<file path="config.mk">
export PLATFORM = sky130hd
export DESIGN_NAME = seq_alu
export DESIGN_NICKNAME = d
export VERILOG_FILES = /design/src/rtl/alu_pkg.sv /design/src/rtl/alu_iter_unit.sv /design/src/rtl/seq_alu.sv
export SDC_FILE = /design/constraint.sdc
export NUM_CORES = 1
export LEC_CHECK = 0
export BUFFER_PORTS_ARGS = -buffer_cell sky130_fd_sc_hd__buf_4
export CORE_UTILIZATION = 63
export CTS_CLUSTER_SIZE = 24
export DETAILED_ROUTE_END_ITERATION = 6
export GPL_ROUTABILITY_DRIVEN = 0
export PLACE_DENSITY_LB_ADDON = 0.08
export SLEW_MARGIN = 20
export SYNTH_ARGS = -nofsm -noshare
export SYNTH_HDL_FRONTEND = slang
export SYNTH_SLANG_ARGS = --single-unit
</file>
<file path="constraint.sdc">
create_clock -name clk -period 3.9 [get_ports clk]
set_clock_uncertainty 0.1 [all_clocks]
set_input_delay 0.78 -clock clk [delete_from_list [all_inputs] [get_ports clk]]
set_output_delay 0.78 -clock clk [all_outputs]
set_load 0.02 [all_outputs]
</file>
<file path="src/rtl/alu_pkg.sv">
// Shared constants for the execute-stage ALU: op codes (also used by the
// ALU control decoder), FSM state encoding and the shift-amount width helper.
package alu_pkg;

   localparam logic [3:0] ALU_ADD = 4'd0;
   localparam logic [3:0] ALU_SUB = 4'd1;
   localparam logic [3:0] ALU_AND = 4'd2;
   localparam logic [3:0] ALU_OR  = 4'd3;
   localparam logic [3:0] ALU_XOR = 4'd4;
   localparam logic [3:0] ALU_NOR = 4'd5;
   localparam logic [3:0] ALU_SRL = 4'd6;
   localparam logic [3:0] ALU_SLL = 4'd7;
   localparam logic [3:0] ALU_MUL = 4'd8;

   typedef enum logic [1:0] {
      ST_IDLE  = 2'd0,
      ST_SHIFT = 2'd1,
      ST_MUL   = 2'd2
   } alu_state_e;

   // Number of operandB bits that form a shift amount for a given width.
   function automatic int shamt_w(input int width);
      return $clog2(width);
   endfunction

endpackage

</file>
<file path="src/rtl/alu_iter_unit.sv">
// Iterative datapath for shifts and shift-add multiply. A load captures the
// operands and iteration count; each step advances one bit. The post-step
// values are exposed so the caller can register the final value on the
// step flagged by last_o.
module alu_iter_unit #(
   parameter int WIDTH = 16,
   parameter int CNT_W = 5
) (
   input  logic               clk,
   input  logic               rst_n,
   input  logic               load_i,
   input  logic               step_i,
   input  logic               mul_i,
   input  logic               left_i,
   input  logic [WIDTH-1:0]   opa_i,
   input  logic [WIDTH-1:0]   opb_i,
   input  logic [CNT_W-1:0]   count_i,
   output logic [WIDTH-1:0]   shreg_nxt_o,
   output logic [2*WIDTH-1:0] acc_nxt_o,
   output logic               last_o
);

   logic [WIDTH-1:0]   shreg_q, shreg_d;
   logic [2*WIDTH-1:0] mcand_q, mcand_d;
   logic [2*WIDTH-1:0] acc_q, acc_d;
   logic [CNT_W-1:0]   cnt_q, cnt_d;
   logic               mul_q, mul_d;
   logic               left_q, left_d;
   logic [WIDTH-1:0]   shreg_step_s;
   logic [2*WIDTH-1:0] acc_step_s;

   // One-bit step: shift source moves left/right; in multiply mode the
   // shift register holds the multiplier and its LSB gates the add.
   always_comb begin
      shreg_step_s = {1'b0, shreg_q[WIDTH-1:1]};
      acc_step_s   = acc_q;
      if (left_q && !mul_q) begin
         shreg_step_s = {shreg_q[WIDTH-2:0], 1'b0};
      end else begin
         shreg_step_s = {1'b0, shreg_q[WIDTH-1:1]};
      end
      if (mul_q && shreg_q[0]) begin
         acc_step_s = acc_q + mcand_q;
      end else begin
         acc_step_s = acc_q;
      end
   end

   assign shreg_nxt_o = shreg_step_s;
   assign acc_nxt_o   = acc_step_s;
   assign last_o      = (cnt_q == CNT_W'(1));

   // Next-state selection: load has priority over step; otherwise hold.
   always_comb begin
      shreg_d = shreg_q;
      mcand_d = mcand_q;
      acc_d   = acc_q;
      cnt_d   = cnt_q;
      mul_d   = mul_q;
      left_d  = left_q;
      if (load_i) begin
         shreg_d = mul_i ? opb_i : opa_i;
         mcand_d = {{WIDTH{1'b0}}, opa_i};
         acc_d   = {(2*WIDTH){1'b0}};
         cnt_d   = count_i;
         mul_d   = mul_i;
         left_d  = left_i;
      end else if (step_i) begin
         shreg_d = shreg_step_s;
         mcand_d = {mcand_q[2*WIDTH-2:0], 1'b0};
         acc_d   = acc_step_s;
         cnt_d   = cnt_q - CNT_W'(1);
      end else begin
         cnt_d   = cnt_q;
      end
   end

   // Datapath registers, cleared by the asynchronous reset.
   always_ff @(posedge clk or negedge rst_n) begin
      if (!rst_n) begin
         shreg_q <= {WIDTH{1'b0}};
         mcand_q <= {(2*WIDTH){1'b0}};
         acc_q   <= {(2*WIDTH){1'b0}};
         cnt_q   <= {CNT_W{1'b0}};
         mul_q   <= 1'b0;
         left_q  <= 1'b0;
      end else begin
         shreg_q <= shreg_d;
         mcand_q <= mcand_d;
         acc_q   <= acc_d;
         cnt_q   <= cnt_d;
         mul_q   <= mul_d;
         left_q  <= left_d;
      end
   end

endmodule

</file>
<file path="src/rtl/seq_alu.sv">
// Multi-cycle execute-stage ALU. Logic and add/sub finish in one cycle;
// shifts and multiply iterate in alu_iter_unit while busy is high. Result
// and flags are registered and only change on the edge that raises done.
module seq_alu
   import alu_pkg::*;
#(
   parameter int WIDTH = 16
) (
   input  logic             clk,
   input  logic             rst_n,
   input  logic             start,
   input  logic [3:0]       aluControl,
   input  logic [WIDTH-1:0] operandA,
   input  logic [WIDTH-1:0] operandB,
   output logic [WIDTH-1:0] result,
   output logic             zero,
   output logic             overflow,
   output logic             busy,
   output logic             done
);

   localparam int SHAMT_W = shamt_w(WIDTH);
   localparam int CNT_W   = SHAMT_W + 1;

   alu_state_e         state_q, state_d;
   logic [WIDTH-1:0]   result_q, res_d;
   logic               zero_q;
   logic               overflow_q, ovf_d;
   logic               busy_q;
   logic               done_q, done_d;
   logic               upd_s;
   logic               accept_s;
   logic               load_s, step_s, load_mul_s, load_left_s;
   logic [CNT_W-1:0]   count_s;
   logic [WIDTH-1:0]   sum_s, diff_s;
   logic [SHAMT_W-1:0] shamt_s;
   logic [WIDTH-1:0]   shreg_nxt_s;
   logic [2*WIDTH-1:0] acc_nxt_s;
   logic               last_s;

   assign accept_s = start & ~busy_q;
   assign sum_s    = operandA + operandB;
   assign diff_s   = operandA - operandB;
   assign shamt_s  = operandB[SHAMT_W-1:0];
   assign count_s  = load_mul_s ? CNT_W'(WIDTH) : {1'b0, shamt_s};

   alu_iter_unit #(
      .WIDTH (WIDTH),
      .CNT_W (CNT_W)
   ) u_iter (
      .clk         (clk),
      .rst_n       (rst_n),
      .load_i      (load_s),
      .step_i      (step_s),
      .mul_i       (load_mul_s),
      .left_i      (load_left_s),
      .opa_i       (operandA),
      .opb_i       (operandB),
      .count_i     (count_s),
      .shreg_nxt_o (shreg_nxt_s),
      .acc_nxt_o   (acc_nxt_s),
      .last_o      (last_s)
   );

   // FSM next state, single-cycle op evaluation and result-update strobe.
   always_comb begin
      state_d     = state_q;
      load_s      = 1'b0;
      step_s      = 1'b0;
      load_mul_s  = 1'b0;
      load_left_s = 1'b0;
      upd_s       = 1'b0;
      done_d      = 1'b0;
      res_d       = result_q;
      ovf_d       = overflow_q;
      case (state_q)
         ST_IDLE: begin
            if (accept_s) begin
               case (aluControl)
                  ALU_ADD: begin
                     upd_s  = 1'b1;
                     done_d = 1'b1;
                     res_d  = sum_s;
                     ovf_d  = (operandA[WIDTH-1] == operandB[WIDTH-1]) &&
                              (sum_s[WIDTH-1] != operandA[WIDTH-1]);
                  end
                  ALU_SUB: begin
                     upd_s  = 1'b1;
                     done_d = 1'b1;
                     res_d  = diff_s;
                     ovf_d  = (operandA[WIDTH-1] != operandB[WIDTH-1]) &&
                              (diff_s[WIDTH-1] != operandA[WIDTH-1]);
                  end
                  ALU_AND: begin
                     upd_s  = 1'b1;
                     done_d = 1'b1;
                     res_d  = operandA & operandB;
                     ovf_d  = 1'b0;
                  end
                  ALU_OR: begin
                     upd_s  = 1'b1;
                     done_d = 1'b1;
                     res_d  = operandA | operandB;
                     ovf_d  = 1'b0;
                  end
                  ALU_XOR: begin
                     upd_s  = 1'b1;
                     done_d = 1'b1;
                     res_d  = operandA ^ operandB;
                     ovf_d  = 1'b0;
                  end
                  ALU_NOR: begin
                     upd_s  = 1'b1;
                     done_d = 1'b1;
                     res_d  = ~(operandA | operandB);
                     ovf_d  = 1'b0;
                  end
                  ALU_SRL, ALU_SLL: begin
                     if (shamt_s != {SHAMT_W{1'b0}}) begin
                        load_s      = 1'b1;
                        load_left_s = (aluControl == ALU_SLL);
                        state_d     = ST_SHIFT;
                     end else begin
                        // Zero shift amount passes operandA through in one cycle.
                        upd_s  = 1'b1;
                        done_d = 1'b1;
                        res_d  = operandA;
                        ovf_d  = 1'b0;
                     end
                  end
                  ALU_MUL: begin
                     load_s     = 1'b1;
                     load_mul_s = 1'b1;
                     state_d    = ST_MUL;
                  end
                  default: begin
                     // Illegal codes complete immediately with a cleared result.
                     upd_s  = 1'b1;
                     done_d = 1'b1;
                     res_d  = {WIDTH{1'b0}};
                     ovf_d  = 1'b0;
                  end
               endcase
            end else begin
               state_d = ST_IDLE;
            end
         end
         ST_SHIFT: begin
            step_s = 1'b1;
            if (last_s) begin
               state_d = ST_IDLE;
               upd_s   = 1'b1;
               done_d  = 1'b1;
               res_d   = shreg_nxt_s;
               ovf_d   = 1'b0;
            end else begin
               state_d = ST_SHIFT;
            end
         end
         ST_MUL: begin
            step_s = 1'b1;
            if (last_s) begin
               state_d = ST_IDLE;
               upd_s   = 1'b1;
               done_d  = 1'b1;
               res_d   = acc_nxt_s[WIDTH-1:0];
               ovf_d   = |acc_nxt_s[2*WIDTH-1:WIDTH];
            end else begin
               state_d = ST_MUL;
            end
         end
         default: begin
            state_d = ST_IDLE;
         end
      endcase
   end

   // State, handshake and output registers; result/flags load only with done.
   always_ff @(posedge clk or negedge rst_n) begin
      if (!rst_n) begin
         state_q    <= ST_IDLE;
         busy_q     <= 1'b0;
         done_q     <= 1'b0;
         result_q   <= {WIDTH{1'b0}};
         zero_q     <= 1'b0;
         overflow_q <= 1'b0;
      end else begin
         state_q <= state_d;
         busy_q  <= (state_d != ST_IDLE);
         done_q  <= done_d;
         if (upd_s) begin
            result_q   <= res_d;
            zero_q     <= (res_d == {WIDTH{1'b0}});
            overflow_q <= ovf_d;
         end else begin
            result_q   <= result_q;
         end
      end
   end

   assign result   = result_q;
   assign zero     = zero_q;
   assign overflow = overflow_q;
   assign busy     = busy_q;
   assign done     = done_q;

endmodule

</file>
==> results.cfg, run 1 <==
[outcome]
status = finished clean

[pwr]
power.density_nw_per_um2 = 507
p_leak_uw = 0.00577
finalPower_uw = 6200
ir_worst_vdd_v = 0.000377

[timing]
relSlewSlack = 0.282
period_share = 0.970
setup_viol = 0
period_needed_ns = 3.78
hold_ws_ns = 0.356
slew_violations = 0
max_freq_mhz = 264
tightest_slew_ns = 1.08
finalHoldViolations = 0

[logic_synthesis]
yosysSeqAreaShare = 0.259
synth.avg_cell_area_um2 = 7.71
async_reset_ff_frac = 1.00
yosysUniqueCellTypes = 83
syn-cell-area_um2 = 10500
syn_nets = 1496
synth-edff-count = 0
synth-seq-cells = 109
yosys_warnings = 0
synth_cells = 1368
ys.flop_type = dfrtp_1

[floorplanning]
die_h_um = 131
start_util = 0.655
coreArea_um2 = 16100
ioPinCount = 59
dieArea_um2 = 17300
rows = 46
die_w_um = 131

[setup_path]
critical_path_arrival_ns = 3.97
r2r_start = u_iter.acc_q[0]
crit_chain = buf_4 -> inv_1 -> ha_1 -> and3_1 -> a221oi_2 -> o221ai_1 -> a211oi_2 -> o21ai_0 -> a21oi_1 -> a32oi_1 -> a211oi_1 -> buf_4 -> nand4b_1 -> nor4_2 -> nor2_1
critPathLaunchType = primary input
worstSetupStartpoint = operandB[3]
cp_top_family = compound AO/OA/AOI/OAI gates
required_ns = 4.08
cp_common_cell = buf_4
critPathBufInv = 3
rr_worst_depth = 13
cpPeakStageDelay_ns = 0.39
path_max_fanout = 5
cp-end-kind = flop
crit_path_top_delay_cell = a221oi_2
critPathKind = primary input to flop
regToRegEndpoint = overflow
rrSetupSlack_ns = 0.23

[drt]
via_per_inst = 6.81
wl_per_cell_um = 20.1
drt-initial-drc-count = 1262
vias = 11400
drtAntennaViolNets = 0
first_pass_iters = 6
drt_wl_total_um = 33700
drc_errors = 0

[run]
maxCapViolCount = 0

[cells_and_area]
n_antenna_cell = 0
final_area_um2 = 12200
drive_gt1_frac = 0.161
final_util = 0.759
area_delta_synth_final_pct = 16.0
nFillCells = 1241
fin_nets = 1586

[place]
placed_area_um2 = 11800
port_buffers = 58
hpwl_um = 24700

[clocking]
hold_buffers = 0
cts-root-buf = clkbuf_16
cts.path.max_buffers = 2
numCtsBuffers = 9
cts_tree = built
clock_latency_ns = 0.36
htree_levels = 3
cts.sinks = 109
clk_pin_slew_worst_paths_ns = 0.07

[grt]
grt_use_total = 0.384
antenna_found_initial = 0
grt_max_degree = 89
grt_pass1_vias = 10400
overflow = 0
grt_pass1_wl_um = 53600

[min_path]
hold_path_class = primary input to async pin
-- power by group --
group	switching [uW]	leakage [uW]	internal, uW
clock network	433	0.000152	577
registers	404	0.00133	1490
logic	1940	0.00429	1360
total	2780	0.00577	3430
-- cells in the final DEF, fill, tap and decap left out, types with 15 or more instances in the layout --
cell type and n:
a21o_1 30, a21oi_1 113, a222oi_1 15, a31oi_1 17, buf_4 170, dfrtp_1 109
ha_1 85, inv_1 66, mux2i_1 56, nand2_1 182, nand3_1 25, nand4_1 18
nor2_1 122, nor3_1 19, o211ai_1 24, o21ai_0 112, xnor2_1 22
-- registers in the layout, indices dropped and copies added, names as in the netlist --
register / flops
busy: 1
done: 1
overflow: 1
result: 16
state_q: 2
u_iter.acc_q: 32
u_iter.cnt_q: 5
u_iter.left_q: 1
u_iter.mcand_q: 32
u_iter.mul_q: 1
u_iter.shreg_q: 16
zero: 1
-- per-layer routing --
metal / vias to the layer above / part of all wire / GRT usage
met5: - / 0 / 0
met1: 5421 / 0.41 / 0.543
li1: 5201 / - / -
met3: 124 / 0.11 / 0.0644
met4: 0 / 0.039 / 0.141
met2: 683 / 0.44 / 0.586
-- synth_stat cells, types with 12 or more instances --
library cell | n | share of area
a211oi_1 | 16 | 0.011
clkbuf_1 | 72 | 0.026
a222oi_1 | 15 | 0.014
mux2i_1 | 56 | 0.053
a21o_1 | 30 | 0.021
o211ai_1 | 24 | 0.017
nor3_1 | 20 | 0.0095
a221oi_1 | 15 | 0.012
a21oi_1 | 114 | 0.054
nor2_1 | 122 | 0.043
nand4_1 | 18 | 0.011
nand3_1 | 25 | 0.012
nand2b_1 | 13 | 0.0077
a31oi_1 | 17 | 0.010
nand2_1 | 182 | 0.065
buf_1 | 13 | 0.0046
nor4_1 | 13 | 0.0077
dfrtp_1 | 109 | 0.26
inv_1 | 66 | 0.023
ha_1 | 86 | 0.10
xnor2_1 | 22 | 0.018
o22ai_1 | 12 | 0.0071
o21ai_0 | 112 | 0.053
-- stage by stage --
| step | cells | setup TNS (ns) | setup slack (ns) |
|---|---|---|---|
| 2_1_floorplan | 1368 | 0 | 0.155 |
| 3_3_place_gp | 1662 | -0.661 | -0.266 |
| 3_5_place_dp | 1662 | -0.762 | -0.356 |
| 4_1_cts | 1677 | 0 | 0.00635 |
| 5_1_grt | 1678 | -0.0109 | -0.0109 |
| 6_report | 1678 | 0 | 0.117 |
-- logic make-up (layout without fill, tap and decap cells) --
group / after synthesis / in the layout / synth area share
AO/OA/AOI/OAI: 455 / 455 / 0.284
XOR/XNOR: 32 / 32 / 0.0266
adder cells (fa/ha/maj): 89 / 89 / 0.108
buffers and inverters: 161 / 255 / 0.0593
flip-flops: 109 / 109 / 0.259
multiplexers: 58 / 58 / 0.0553
AND/OR/NAND/NOR: 464 / 464 / 0.208
-- worst register-to-register path, delay by kind of cell (launching register included) --
family | cells | cell delay, ns
simple gates | 5 | 0.99
compound gates | 4 | 0.94
fa+ha+maj | 2 | 0.64
flops | 1 | 0.41
mux | 1 | 0.30
xor+xnor | 1 | 0.15
-- repair_timing --
action | in CTS | in global routing
hold endpoints to repair | 0 | 0
resized for setup | 0 | 25
setup endpoints to repair | 0 | 4
setup buffers | 0 | 1
-- cell type report --
type	count	area, um^2	share of cell area
inverters	69	259	0.0212
clock buffers	11	243	0.0198
flip-flops and latches	109	2730	0.223
well taps	216	270	0.0221
multi-input cells	1098	7380	0.603
clock inverters	4	72.6	0.00593
repair buffers	171	1290	0.105
-- worst max path at each step --
stage	to	slack (ns)	cells after the start
2_1_floorplan	zero	0.16	13
4_1_cts	zero	0.006	13
5_1_grt	zero	-0.01	17
3_5_place_dp	zero	-0.36	15
6_report	overflow	0.12	15
3_3_place_gp	zero	-0.27	16
Power figures use the tool's default switching activity.
==> run 2, diff against run 1 <==
Settings changed: CORE_UTILIZATION 63 to 45, CTS_CLUSTER_SIZE 24 to 12.
==> results.cfg, run 2 (synthesized netlist as in run 1, its figures left out) <==
[clocking]
hold_buffers = 0
clk_pin_slew_worst_paths_ns = 0.08
cts_tree = built
htree_levels = 3
cts.path.max_buffers = 2
cts-root-buf = clkbuf_16
cts.sinks = 109
clock_latency_ns = 0.36
numCtsBuffers = 9

[cells_and_area]
final_area_um2 = 12500
final_util = 0.547
final_common_cell = buf_4
fin_nets = 1610
nFillCells = 2270
largest_registers = u_iter.acc_q: 32 flops, u_iter.mcand_q: 32 flops
area_delta_synth_final_pct = 18.4
drive_gt1_frac = 0.168
most-common-layout-cells = buf_4 (192), nand2_1 (182), nor2_1 (122), a21oi_1 (114), o21ai_0 (111)
n_antenna_cell = 0

[timing]
rsz0062_at_grt = true
timing.final.ws_setup_ns = 0.0941
finalHoldViolations = 0
tightest_slew_ns = 0.959
slew_violations = 0
relSlewSlack = 0.360
period_share = 0.976
setup_viol = 0
period_needed_ns = 3.81
max_freq_mhz = 263

[floorplanning]
die_h_um = 155
die_w_um = 155
start_util = 0.462
dieArea_um2 = 24100
rows = 55
coreArea_um2 = 22800
ioPinCount = 59

[pwr]
p_clk_frac = 0.153
ir_worst_vdd_v = 0.000304
p_leak_uw = 0.00587
power.density_nw_per_um2 = 490
p_int_uw = 3370
seqPwrFrac = 0.310
switching_share = 0.450
p_comb_frac = 0.537
net-switching-power_uw = 2750

[place]
post-place-ws_ns = -0.357
hpwl_um = 27000
port_buffers = 58
placed_area_um2 = 12100

[grt]
antenna_found_initial = 0
grt_pass1_wl_um = 55800
grt_use_total = 0.297
grt_max_degree = 89
grt_pass1_vias = 10000
overflow = 0

[setup_path]
critical_path_arrival_ns = 4.01
path_max_fanout = 3
required_ns = 4.10
critPathKind = primary input to flop
critPathLaunchType = primary input
cp-end-kind = flop

[drt]
drtAntennaViolNets = 0
drt-initial-drc-count = 938
wl_per_cell_um = 19.8
vias = 10900
first_pass_iters = 6
drc_errors = 0
via_per_inst = 6.07
drt_wl_total_um = 35600

[run]
maxCapViolCount = 0

[outcome]
status = finished clean

[min_path]
hold_path_class = primary input to async pin
[run 2: changes by cell type in the layout (fill, tap and decap cells not counted), sizes merged]
| cell | change |
|---|---|
| bufinv | -2 |
| clkbuf | +3 |
| buf | +24 |
[run 2: layout make-up]
| class | count | area, um^2 | area share |
|---|---|---|---|
| clock buffer | 14 | 274 | 0.0219 |
| clock inverter | 2 | 16.3 | 0.00130 |
| inverter | 69 | 259 | 0.0207 |
| multi-input combinational | 1098 | 7320 | 0.586 |
| sequential | 109 | 2730 | 0.218 |
| tap | 313 | 392 | 0.0314 |
| timing repair buffer | 195 | 1500 | 0.120 |
[run 2: metal layers]
layer  wire length (um)  share of wire  GRT usage  vias up
li1                   -              -          -     5241
met1              16800           0.47      0.434     5228
met2              15900           0.45      0.463      403
met3               2290          0.064     0.0398       45
met4                671          0.019     0.0707        0
met5                  0              0          0        -
[run 2: final timing paths]
path	startpoint	endpoint	depth (start not counted)	slack, ns
setup reg to reg	u_iter.acc_q[3]	zero	12	0.26
hold / removal	rst_n	result[2]	1	0.39
hold reg to reg	u_iter.left_q	u_iter.left_q	2	0.41
setup / recovery	operandA[0]	zero	15	0.09
min in group clk	u_iter.left_q	u_iter.left_q	2	0.41
max in group asynchronous	rst_n	u_iter.mcand_q[19]	2	2.53
[run 2: worst max-delay path, cell delays in order]
cell       delay, ns
buf_4           0.12
inv_1           0.07
ha_1            0.18
inv_1           0.06
fa_1            0.38
a22o_1          0.21
mux2i_1         0.16
o2111ai_1       0.16
a2111oi_2       0.45
nand2_1         0.15
nor4_2          0.20
nand4_1         0.17
or4_4           0.52
nor4_2          0.22
a32o_2          0.19
[run 2: what timing repair did]
action / in CTS / in global routing
setup buffers: 0 / 1
endpoints found under the setup margin: 1 / 2
gates resized for setup: 1 / 14
pin swaps: 1 / 5
[run 2: power by group through the flow]
stage / clock [uW] / combinational (uW) / sequential [uW]
after floorplan: 0 / 2230 / 1830
final: 933 / 3290 / 1900
after global placement: 0 / 3180 / 1900
after global routing: 987 / 3650 / 1930
after CTS: 951 / 3240 / 1880
after detailed placement: 0 / 3220 / 1900
[run 2: through the flow]
stage          cells  hold WS (ns)  setup TNS, ns  power, uW
6_report        1800         0.394              0       6120
5_1_grt         1800         0.439        -0.0442       6570
4_1_cts         1799         0.413              0       6070
3_5_place_dp    1783         0.396         -0.763       5120
3_3_place_gp    1783         0.383         -0.809       5080
2_1_floorplan   1368         0.362              0       4060
==> run 3, diff against run 2 <==
Settings changed: MAX_ROUTING_LAYER from default to met4.
==> results.cfg, run 3 (synthesized netlist as in run 1, its figures left out) <==
[setup_path]
cp-end-kind = flop
path_max_fanout = 3
rrSetupSlack_ns = 0.24
rr_worst_depth = 12
required_ns = 4.10
r2r_start = u_iter.acc_q[3]
regToRegEndpoint = zero
critPathLaunchType = primary input
critPathKind = primary input to flop
critical_path_arrival_ns = 3.98

[place]
placedCellCount = 1783
hpwl_um = 27000
port_buffers = 58
placed_area_um2 = 12100

[cells_and_area]
final_common_cell = buf_4
largest_registers = u_iter.acc_q: 32 flops, u_iter.mcand_q: 32 flops
most-common-layout-cells = buf_4 (192), nand2_1 (182), nor2_1 (122), a21oi_1 (114), o21ai_0 (111)
fin_nets = 1610
final_util = 0.547
final_area_um2 = 12500
area_delta_synth_final_pct = 18.4
fin_cells = 1800
drive_gt1_frac = 0.168
n_antenna_cell = 0

[timing]
finalHoldViolations = 0
rsz0062_at_grt = true
setup_viol = 0
tightest_slew_ns = 0.951
slew_violations = 0
period_share = 0.969
max_freq_mhz = 265
period_needed_ns = 3.78
relSlewSlack = 0.366
hold_ws_ns = 0.398
tns_ns = 0

[drt]
drc_errors = 0
first_pass_iters = 6
wl_per_cell_um = 19.8
drt-initial-drc-count = 951
drtAntennaViolNets = 0
drt_wl_total_um = 35700
via_per_inst = 6.06
vias = 10900

[clocking]
cts.sinks = 109
cts-root-buf = clkbuf_16
cts_tree = built
numCtsBuffers = 9
clock_latency_ns = 0.36
cts.path.max_buffers = 2
clk_pin_slew_worst_paths_ns = 0.08
htree_levels = 3

[pwr]
switching_share = 0.449
p_leak_uw = 0.00587
p_int_uw = 3370
seqPwrFrac = 0.310
p_clk_frac = 0.152
power.density_nw_per_um2 = 490
ir_worst_vdd_v = 0.000305
net-switching-power_uw = 2750
p_comb_frac = 0.537

[grt]
grt_max_degree = 89
overflow = 0
gr-usage-met3 = 0.0384
busiest_layer = met2
met2_usage = 0.465
grt_pass1_wl_um = 55800
grt_use_total = 0.306
antenna_found_initial = 0
grt_pass1_vias = 10000
grt_use_met1 = 0.433

[floorplanning]
start_util = 0.462
coreArea_um2 = 22800
die_h_um = 155
ioPinCount = 59
dieArea_um2 = 24100
die_w_um = 155
rows = 55

[outcome]
status = finished clean

[run]
maxCapViolCount = 0

[min_path]
hold_path_class = primary input to async pin
run 3: cell counts in the layout (fill, tap and decap cells not counted):
Identical to the previous run, type by type.
run 3: critical path, stage by stage:
cell,delay (ns)
buf_4,0.12
inv_1,0.07
ha_1,0.18
inv_1,0.06
fa_1,0.38
a22o_1,0.21
mux2i_1,0.16
o2111ai_1,0.17
a2111oi_2,0.45
nand2_1,0.14
nor4_2,0.17
nand4_1,0.17
or4_4,0.53
nor4_2,0.22
a32o_2,0.19
run 3: layout make-up:
| cell class | count | area (um^2) |
|---|---|---|
| clock inverter | 2 | 16.3 |
| sequential | 109 | 2730 |
| multi-input combinational | 1098 | 7320 |
| clock buffer | 14 | 274 |
| tap | 313 | 392 |
| inverter | 69 | 259 |
| timing repair buffer | 195 | 1500 |
| fill | 2270 | 10400 |
run 3: what timing repair did:
item	in CTS	in global routing
buffers inserted	0	1
hold buffers	0	0
pin swaps	1	5
hold endpoints to repair	0	0
endpoints found under the setup margin	1	2
gates resized for setup	1	14
run 3: power groups by stage:
| stage | clock [uW] | sequential (uW) | combinational [uW] |
|---|---|---|---|
| final | 931 | 1900 | 3290 |
| after global placement | 0 | 1900 | 3180 |
| after global routing | 986 | 1930 | 3650 |
| after CTS | 951 | 1880 | 3240 |
| after floorplan | 0 | 1830 | 2230 |
| after detailed placement | 0 | 1900 | 3220 |
run 3: stage by stage:
step | power [uW] | setup WS (ns)
finish | 6110 | 0.120
global route | 6570 | -0.0444
CTS | 6070 | 0.00652
detailed placement | 5120 | -0.357
global placement | 5080 | -0.347
floorplan | 4060 | 0.155
run 3: layer usage:
| layer | vias to the layer above | wire length, um |
|---|---|---|
| met5 | - | 0 |
| met4 | 0 | 639 |
| met3 | 48 | 2300 |
| met2 | 372 | 15900 |
| met1 | 5238 | 16900 |
| li1 | 5248 | - |
run 3: how the worst max path moves through the flow:
| stage | startpoint | end | slack, ns | cells after the start |
|---|---|---|---|---|
| 3_5_place_dp | operandA[0] | zero | -0.36 | 15 |
| 2_1_floorplan | operandB[1] | zero | 0.16 | 13 |
| 4_1_cts | operandA[1] | zero | 0.007 | 16 |
| 6_report | operandA[0] | zero | 0.12 | 15 |
| 5_1_grt | operandA[0] | zero | -0.04 | 15 |
| 3_3_place_gp | operandA[1] | overflow | -0.35 | 17 |
